===== src/rtl/jtframe_ddram_pkg.sv =====
// rtl/jtframe_ddram_pkg.sv - shared state encoding and default widths for the DDRAM Avalon bridge
package jtframe_ddram_pkg;

  localparam int DEF_AW = 26;
  localparam int DEF_BW = 8;

  typedef enum logic [2:0] {
    INIT,
    IDLE,
    RD_REQ,
    RD_DATA,
    WR
  } state_t;

endpackage


===== src/rtl/jtframe_ddram_avl.sv =====
// rtl/jtframe_ddram_avl.sv - line-frame buffer DDRAM port to Avalon-MM burst bridge
//
// Ports:
//   clk, rst_n          clock and asynchronous active-low reset
//   ddram_*             frame-buffer side: requests, write data, stall, read data and beat strobe
//   local_init_done     controller calibration complete
//   avl_*               Avalon-MM burst master towards the DDR3 controller
module jtframe_ddram_avl
  import jtframe_ddram_pkg::*;
#(
  parameter int AW = DEF_AW,
  parameter int BW = DEF_BW
) (
  input  logic          clk,
  input  logic          rst_n,
  input  logic [28:0]   ddram_addr,
  input  logic [BW-1:0] ddram_burstcnt,
  input  logic          ddram_rd,
  input  logic          ddram_we,
  input  logic [63:0]   ddram_din,
  input  logic [7:0]    ddram_be,
  output logic          ddram_busy,
  output logic [63:0]   ddram_dout,
  output logic          ddram_dout_ready,
  input  logic          local_init_done,
  input  logic          avl_ready,
  input  logic          avl_rdata_valid,
  input  logic [63:0]   avl_rdata,
  output logic [AW-1:0] avl_addr,
  output logic [BW-1:0] avl_size,
  output logic          avl_read_req,
  output logic          avl_write_req,
  output logic          avl_burstbegin,
  output logic [63:0]   avl_wdata,
  output logic [7:0]    avl_be
);

  state_t        state, state_nxt;
  logic [BW-1:0] remain;      // beats still owed in the current burst
  logic [BW-1:0] size_eff;
  logic          busy;
  logic          rd_start, wr_start, rd_beat, rd_last, wr_accept, wr_last, wr_load;

  // Upper address bits of the frame-buffer word address are outside the DDR window.
  logic unused_addr;
  assign unused_addr = ^ddram_addr[28:AW];

  // A zero burst count still moves one word.
  assign size_eff = (ddram_burstcnt == '0) ? BW'(1) : ddram_burstcnt;

  always_ff @(posedge clk or negedge rst_n) begin
    if (!rst_n) state <= INIT;
    else        state <= state_nxt;
  end

  always_comb begin
    state_nxt = state;
    busy      = 1'b1;
    rd_start  = 1'b0;
    wr_start  = 1'b0;
    rd_beat   = 1'b0;
    rd_last   = 1'b0;
    wr_accept = 1'b0;
    wr_last   = 1'b0;
    wr_load   = 1'b0;
    case (state)
      INIT: begin
        if (local_init_done) state_nxt = IDLE;
      end
      IDLE: begin
        busy = ~local_init_done;
        if (!local_init_done) begin
          state_nxt = INIT;
        end else if (ddram_rd) begin
          // read has priority; a simultaneous write strobe is dropped
          rd_start  = 1'b1;
          state_nxt = RD_REQ;
        end else if (ddram_we) begin
          wr_start  = 1'b1;
          state_nxt = WR;
        end
      end
      RD_REQ, RD_DATA: begin
        // the controller may return beats before we see our own ready edge
        rd_beat = avl_rdata_valid;
        rd_last = avl_rdata_valid && (remain == BW'(1));
        if (rd_last)                         state_nxt = IDLE;
        else if (state == RD_REQ && avl_ready) state_nxt = RD_DATA;
      end
      WR: begin
        // avl_write_req doubles as the "beat pending" flag
        busy      = avl_write_req & ~avl_ready;
        wr_accept = avl_write_req & avl_ready;
        wr_last   = wr_accept && (remain == BW'(1));
        wr_load   = ddram_we & ~busy & ~wr_last;
        if (wr_last) state_nxt = IDLE;
      end
      default: state_nxt = INIT;
    endcase
  end

  assign ddram_busy = busy;

  always_ff @(posedge clk or negedge rst_n) begin
    if (!rst_n) begin
      remain           <= '0;
      avl_addr         <= '0;
      avl_size         <= '0;
      avl_read_req     <= 1'b0;
      avl_write_req    <= 1'b0;
      avl_burstbegin   <= 1'b0;
      avl_wdata        <= '0;
      avl_be           <= '0;
      ddram_dout       <= '0;
      ddram_dout_ready <= 1'b0;
    end else begin
      avl_burstbegin   <= 1'b0;
      ddram_dout_ready <= 1'b0;
      if (rd_start || wr_start) begin
        avl_addr       <= ddram_addr[AW-1:0];
        avl_size       <= size_eff;
        remain         <= size_eff;
        avl_burstbegin <= 1'b1;
      end
      if (rd_start) avl_read_req <= 1'b1;
      if (wr_start) begin
        avl_write_req <= 1'b1;
        avl_wdata     <= ddram_din;
        avl_be        <= ddram_be;
      end
      if ((state == RD_REQ && avl_ready) || rd_last) avl_read_req <= 1'b0;
      if (rd_beat) begin
        ddram_dout       <= avl_rdata;
        ddram_dout_ready <= 1'b1;
        remain           <= remain - BW'(1);
      end
      if (wr_accept) begin
        remain        <= remain - BW'(1);
        avl_write_req <= 1'b0;
      end
      // a beat offered in the same cycle as an acceptance keeps the bus busy
      if (wr_load) begin
        avl_wdata     <= ddram_din;
        avl_be        <= ddram_be;
        avl_write_req <= 1'b1;
      end
    end
  end

endmodule


===== config.mk =====
export PLATFORM = sky130hd
export DESIGN_NAME = jtframe_ddram_avl
export DESIGN_NICKNAME = d
export VERILOG_FILES = /design/src/rtl/jtframe_ddram_pkg.sv /design/src/rtl/jtframe_ddram_avl.sv
export SDC_FILE = /design/constraint.sdc
export NUM_CORES = 1
export LEC_CHECK = 0
export CAP_MARGIN = 20
export CORE_ASPECT_RATIO = 1.5
export CORE_MARGIN = 2
export CORE_UTILIZATION = 30
export CTS_CLUSTER_DIAMETER = 150
export DETAILED_ROUTE_END_ITERATION = 10
export PLACE_DENSITY_LB_ADDON = 0.2
export SLEW_MARGIN = 20
export SYNTH_ARGS = -nofsm -noshare
export SYNTH_HDL_FRONTEND = slang
export SYNTH_SLANG_ARGS = --single-unit

===== constraint.sdc =====
create_clock -name clk -period 3.9 [get_ports clk]
set_input_delay 0.78 -clock clk [delete_from_list [all_inputs] [get_ports clk]]
set_output_delay 0.78 -clock clk [all_outputs]
set_load 0.05 [all_outputs]

# Word level (Yosys, flattened, before mapping)
# Cells that the tools add are included.
dict set report totals {
  register_bits 185
  output_inout_bits 175
  word_cells 77
}
dict set report classes {
  addsub 1
  eq_ne 9
  n_reduce_logical 13
  bitwise 8
  n_mux 35
}
# op count
set op_table {}
lappend op_table {{64-bit two-way mux} 2}
lappend op_table {{8-bit two-way mux} 6}
lappend op_table {{3-bit two-way mux} 7}
lappend op_table {{1-bit two-way mux} 18}
lappend op_table {{3-bit case mux with 4 select lines} 1}
lappend op_table {{8-bit by 1-bit == test with 1-bit output (second input constant)} 1}
lappend op_table {{8-bit zero test} 1}
lappend op_table {{8-bit by 1-bit subtractor with 8-bit output (second input constant)} 1}
lappend op_table {{3-bit by 2-bit == test with 1-bit output (second input constant)} 2}
lappend op_table {{3-bit nonzero test} 2}
lappend op_table {{1-bit AND} 4}
lappend op_table {{2-bit inequality test (second input constant)} 2}
lappend op_table {{4-bit inequality test (second input constant)} 1}
lappend op_table {{1-bit NOT} 4}
lappend op_table {{4-bit AND reduction} 1}
lappend op_table {{2-bit nonzero test} 2}
lappend op_table {{3-bit by 1-bit == test with 1-bit output (second input constant)} 1}
lappend op_table {{3-bit == test (second input constant)} 1}
lappend op_table {{1-bit logical AND} 3}
lappend op_table {{3-bit zero test} 1}
lappend op_table {{3-bit inequality test (second input constant)} 1}
lappend op_table {{1-bit logical OR} 2}
lappend op_table {{1-bit case mux with 2 select lines} 1}
lappend op_table {{2-bit OR reduction} 1}

# Depth between registers and ports, before layout
# Gate-level depths: netlist (run 1).
dict set report depth {
  depth_word 8
  mapped_depth 8
}

# Worst setup path before layout (run 1)
# No wires, ideal clock.
dict set report synth_timing {
  path_kind {register to register}
  start {register remain[1]}
  end {register avl_be[0]}
  arrival_time_ns 2.185
  path_stages_with_launch 9
  setup_slack_ns 1.588
  setup_time_ns 0.128
  period_less_slack_ns 2.312
  path_cell_list {dfrtp_1 -> inv_1 -> ha_1 -> or4b_1 -> or2_0 -> buf_2 -> a31oi_4 -> buf_6 -> mux2_1}
}
dict set report synth_between {
  elab_chain_cells 6
}
# item line_no
set synth_lines {}
lappend synth_lines {{start: declaration} jtframe_ddram_avl.sv:39} ;# logic [BW-1:0] remain;
lappend synth_lines {{start signal: assignment} jtframe_ddram_avl.sv:122} ;# remain <= size_eff;
lappend synth_lines {{start signal: assignment} jtframe_ddram_avl.sv:135} ;# remain <= remain - BW'(1);
lappend synth_lines {{start signal: assignment} jtframe_ddram_avl.sv:138} ;# remain <= remain - BW'(1);
lappend synth_lines {{8-bit by 1-bit == test with 1-bit output *} jtframe_ddram_avl.sv:94} ;# wr_last = wr_accept && (remain == BW'(1));
lappend synth_lines {{1-bit logical AND *} jtframe_ddram_avl.sv:94}
lappend synth_lines {{1-bit NOT *} jtframe_ddram_avl.sv:95} ;# wr_load = ddram_we & ~busy & ~wr_last;
lappend synth_lines {{1-bit AND *} jtframe_ddram_avl.sv:95}
lappend synth_lines {{1-bit two-way mux *} jtframe_ddram_avl.sv:66} ;# case (state)
lappend synth_lines {{8-bit two-way mux or 2-bit nonzero test (tied branches)} -}
lappend synth_lines {{end signal: assignment} jtframe_ddram_avl.sv:129} ;# avl_be <= ddram_be;
lappend synth_lines {{end signal: assignment} jtframe_ddram_avl.sv:144} ;# avl_be <= ddram_be;
lappend synth_lines {{end: declaration} jtframe_ddram_avl.sv:35} ;# output logic [7:0] avl_be
# Every way passes the cells marked *; elsewhere a longest branch is shown, timed or not.
# A chain may end at the register's enable or synchronous reset.

# Worst setup path after layout (run 1)
dict set report layout_timing {
  start {input avl_ready}
  end {output ddram_busy}
}
dict set report layout_between {
  elab_chain_cells 3
}
# item line_no
set layout_lines {}
lappend layout_lines {{start: declaration} jtframe_ddram_avl.sv:26} ;# input logic avl_ready,
lappend layout_lines {{1-bit NOT} jtframe_ddram_avl.sv:92} ;# busy = avl_write_req & ~avl_ready;
lappend layout_lines {{1-bit AND} jtframe_ddram_avl.sv:92}
lappend layout_lines {{1-bit case mux with 2 select lines} jtframe_ddram_avl.sv:66}
lappend layout_lines {{end: declaration} jtframe_ddram_avl.sv:22} ;# output logic ddram_busy,
# Every way passes these cells.

==> results of run 1 <==
per-stage QoR:
stage	util	cells
after floorplan	-	663
after global placement	0.4694	1314
after detailed placement	0.4694	1314
after CTS	0.4939	1346
after global routing	0.4939	1346
final	0.4939	1346
cell type report:
class | count | area, um2
timing repair buffer | 364 | 3640
tap | 319 | 399.1
clock inverter | 10 | 117.6
clock buffer | 22 | 464.2
fill | 2209 | 12020
multi-input combinational | 439 | 2450
inverter | 7 | 26.28
sequential | 185 | 4629
power by group through the flow:
stage          logic [uW]  clock network [uW]  registers [uW]
2_1_floorplan        1090                   0            6310
3_3_place_gp         6440                   0            3320
3_5_place_dp         6460                   0            3350
4_1_cts              6470                1800            3330
5_1_grt              6710                1870            3450
6_report             6390                1740            3320
cells by family (layout without fill, tap and decap cells):
family,Yosys count,count (layout)
buffers and inverters,39,403
multiplexers,78,78
flip-flops,185,185
AO/OA/AOI/OAI,23,23
AND/OR/NAND/NOR,336,336
adder cells (fa/ha/maj),2,2
metal layers:
| layer | GRT usage | vias to the layer above | part of all wire |
|---|---|---|---|
| met4 | 0.08253 | 0 | 0.031 |
| met2 | 0.2842 | 267 | 0.47 |
| met5 | 0 | - | 0 |
| met3 | 0.06703 | 31 | 0.091 |
| met1 | 0.2123 | 2863 | 0.41 |
| li1 | - | 2841 | - |
cell usage in the layout, fill, tap and decap left out, drive strengths merged, types with 4 or more instances in the layout:
cell	n
clkbuf	23
inv	9
clkinvlp	4
dfrtp	185
nor3	4
clkdlybuf4s50	350
nor2	10
nor3b	5
mux2	75
nand2	301
o221a	4
buf	13
state kept, by name (all words and copies together), names as in the netlist:
signal            cells
state                 3
ddram_dout           64
ddram_dout_ready      1
avl_read_req          1
avl_write_req         1
avl_wdata            64
avl_burstbegin        1
avl_be                8
remain                8
avl_size              8
avl_addr             26
how the worst max path moves through the flow:
stage                                from          to  slack, ps  depth (start not counted)
after floorplan                 remain[1]   avl_be[0]       1590                          8
after global placement          avl_ready  ddram_busy        560                          6
after detailed placement  local_init_done  ddram_busy        580                          6
after CTS                       avl_ready  ddram_busy        570                          6
after global routing      local_init_done  ddram_busy        490                          6
final                           avl_ready  ddram_busy        580                          6
worst max-delay path, cell delays in order:
cell	delay (ps)
clkdlybuf4s50_1	480
inv_1	60
a21oi_1	140
a21oi_1	70
or2_2	270
clkdlybuf4s50_1	730
==> results.sh, run 1 <==
export IMPL_status="finished, final reports clean"
export IMPL_cp_arrival_ps=2540
export IMPL_synth_top_cells_by_count="nand2_1 (301), dfrtp_1 (185), mux2_1 (70)"
export IMPL_drc=0
export IMPL_setup_viol=0
export IMPL_drv_slew=0
export IMPL_numCtsBuffers=17
export IMPL_grt_pass1_wl_mm=35.25
export IMPL_tightest_slew_ps=780.5
export IMPL_synth_top_family_by_area="simple AND/OR/NAND/NOR gates"
export IMPL_wl_mm=22.21
export IMPL_vias_per_cell=4.459
export IMPL_synth_seq_cells=185
export IMPL_yosysTopAreaCellShare=0.6362
export IMPL_fp_dieW_um=131.2
export IMPL_holdWs_ps=399.7
export IMPL_pwr_share_clk=0.152
export IMPL_cts_root_buf="clkbuf_16"
export IMPL_rsz0062_at_grt="no"
export IMPL_hold_path_class="input port to asynchronous set/reset pin"
export IMPL_p_per_area_mw_per_mm2=976.4
export IMPL_num_io_pins=355
export IMPL_antenna_found_initial=0
export IMPL_crit_path_end_kind="output pin"
export IMPL_core_area_mm2=0.02374
export IMPL_synth_compound_area_share=0.02820
export IMPL_yosys_area_share_simple=0.1840
export IMPL_power_switching_share=0.4832
export IMPL_ys_async_sr_fraction=1.000
export IMPL_cts_tree="done"
export IMPL_switchingPower_uw=5533
export IMPL_clock_sinks=185
export IMPL_slew_headroom=0.4797
export IMPL_fin_area_mm2=0.01173
export IMPL_clock_skew_ps=7.544
export IMPL_n_antenna_cell=0
export IMPL_globalplace_congestion=0.7702
export IMPL_worstPathRequired_ps=3120
export IMPL_cellInternalPower_uw=5917
export IMPL_yosys_mux_area_fraction=0.1202
export IMPL_vias=6002
export IMPL_synth_fp_nets=845
export IMPL_place_ws_ps=576.7
export IMPL_htreeDepth=4
export IMPL_clkTransAtPathRegs_ps=70
export IMPL_drt_iter0_drc=228
export IMPL_rows=69
export IMPL_p_total_uw=11450
export IMPL_drive_above_1_share=0.05940
export IMPL_cts_setup_buffers=0
export IMPL_antenna_left=0
export IMPL_ys_seq_area_frac=0.6362
export IMPL_r2r_cells=7
export IMPL_path_class="input port to output pin"
export IMPL_ys_warn_count=0
export IMPL_hold_buffers=0
export IMPL_synth_edff_count=0
export IMPL_setup_ws_ps=582.9
export IMPL_fmax_mhz=301.5
export IMPL_hold_viol=0
export IMPL_grt_max_degree=83
export IMPL_finalSetupTns_ps=0
export IMPL_peakVddDrop_v=0.0005025
export IMPL_wl_per_cell_um=16.50
export IMPL_die_h_um=194.8
export IMPL_track_usage=0.1777
export IMPL_cts_resized=0
export IMPL_p_leak_uw=0.005362
export IMPL_regToRegStartpoint="remain[1]"
export IMPL_dieArea_mm2=0.02554
export IMPL_dp_hpwl_mm=16.10
export IMPL_synth_area_mm2=0.007277
export IMPL_start_util=0.3065
export IMPL_drv_cap=0
export IMPL_comb_power_share=0.558
export IMPL_drt_pre_antenna_iters=4
export IMPL_overflow=0
export IMPL_clock_path_buffers=2
export IMPL_worstSetupStartpointType="input port"
export IMPL_synthAdderAreaFrac=0.003439
export IMPL_syn_area_per_cell_um2=10.98
export IMPL_r2r_end="avl_wdata[31]"
export IMPL_synth_main_ff_cell="dfrtp_1"
export IMPL_io_buffers=351
export IMPL_area_delta_synth_final_pct=61.14
export IMPL_seqPwrFrac=0.290
export IMPL_syn_inst=663
export IMPL_insertion_delay_ps=430
export IMPL_r2r_slack_ps=1010
export IMPL_synth_area_leaders="dfrtp_1 (64%), nand2_1 (16%), mux2_1 (11%)"
export IMPL_crit_fanout=2
export IMPL_synth_most_common_cell="nand2_1"
export IMPL_synth_cell_types=40
export IMPL_fin_nets=1196
export IMPL_finalCriticalPeriod_ps=3317
export IMPL_yosys_area_top_type="dfrtp_1"
export IMPL_first_global_vias=6088
export IMPL_finalCritPeriodShare=0.8505
export IMPL_place_area_mm2=0.01114
export IMPL_synth_xor_xnor_area_share=0
Power figures use the tool's default switching activity.
==> run 2: changes to the inputs <==
--- a/config.mk
+++ b/config.mk
@@ -10,6 +10,7 @@
 export CORE_MARGIN = 2
 export CORE_UTILIZATION = 30
 export CTS_CLUSTER_DIAMETER = 150
+export CTS_CLUSTER_SIZE = 8
 export DETAILED_ROUTE_END_ITERATION = 10
 export PLACE_DENSITY_LB_ADDON = 0.2
 export SLEW_MARGIN = 20
==> results of run 2 <==
Same layout as run 1: the final DEF is identical, and so are final timing and power.
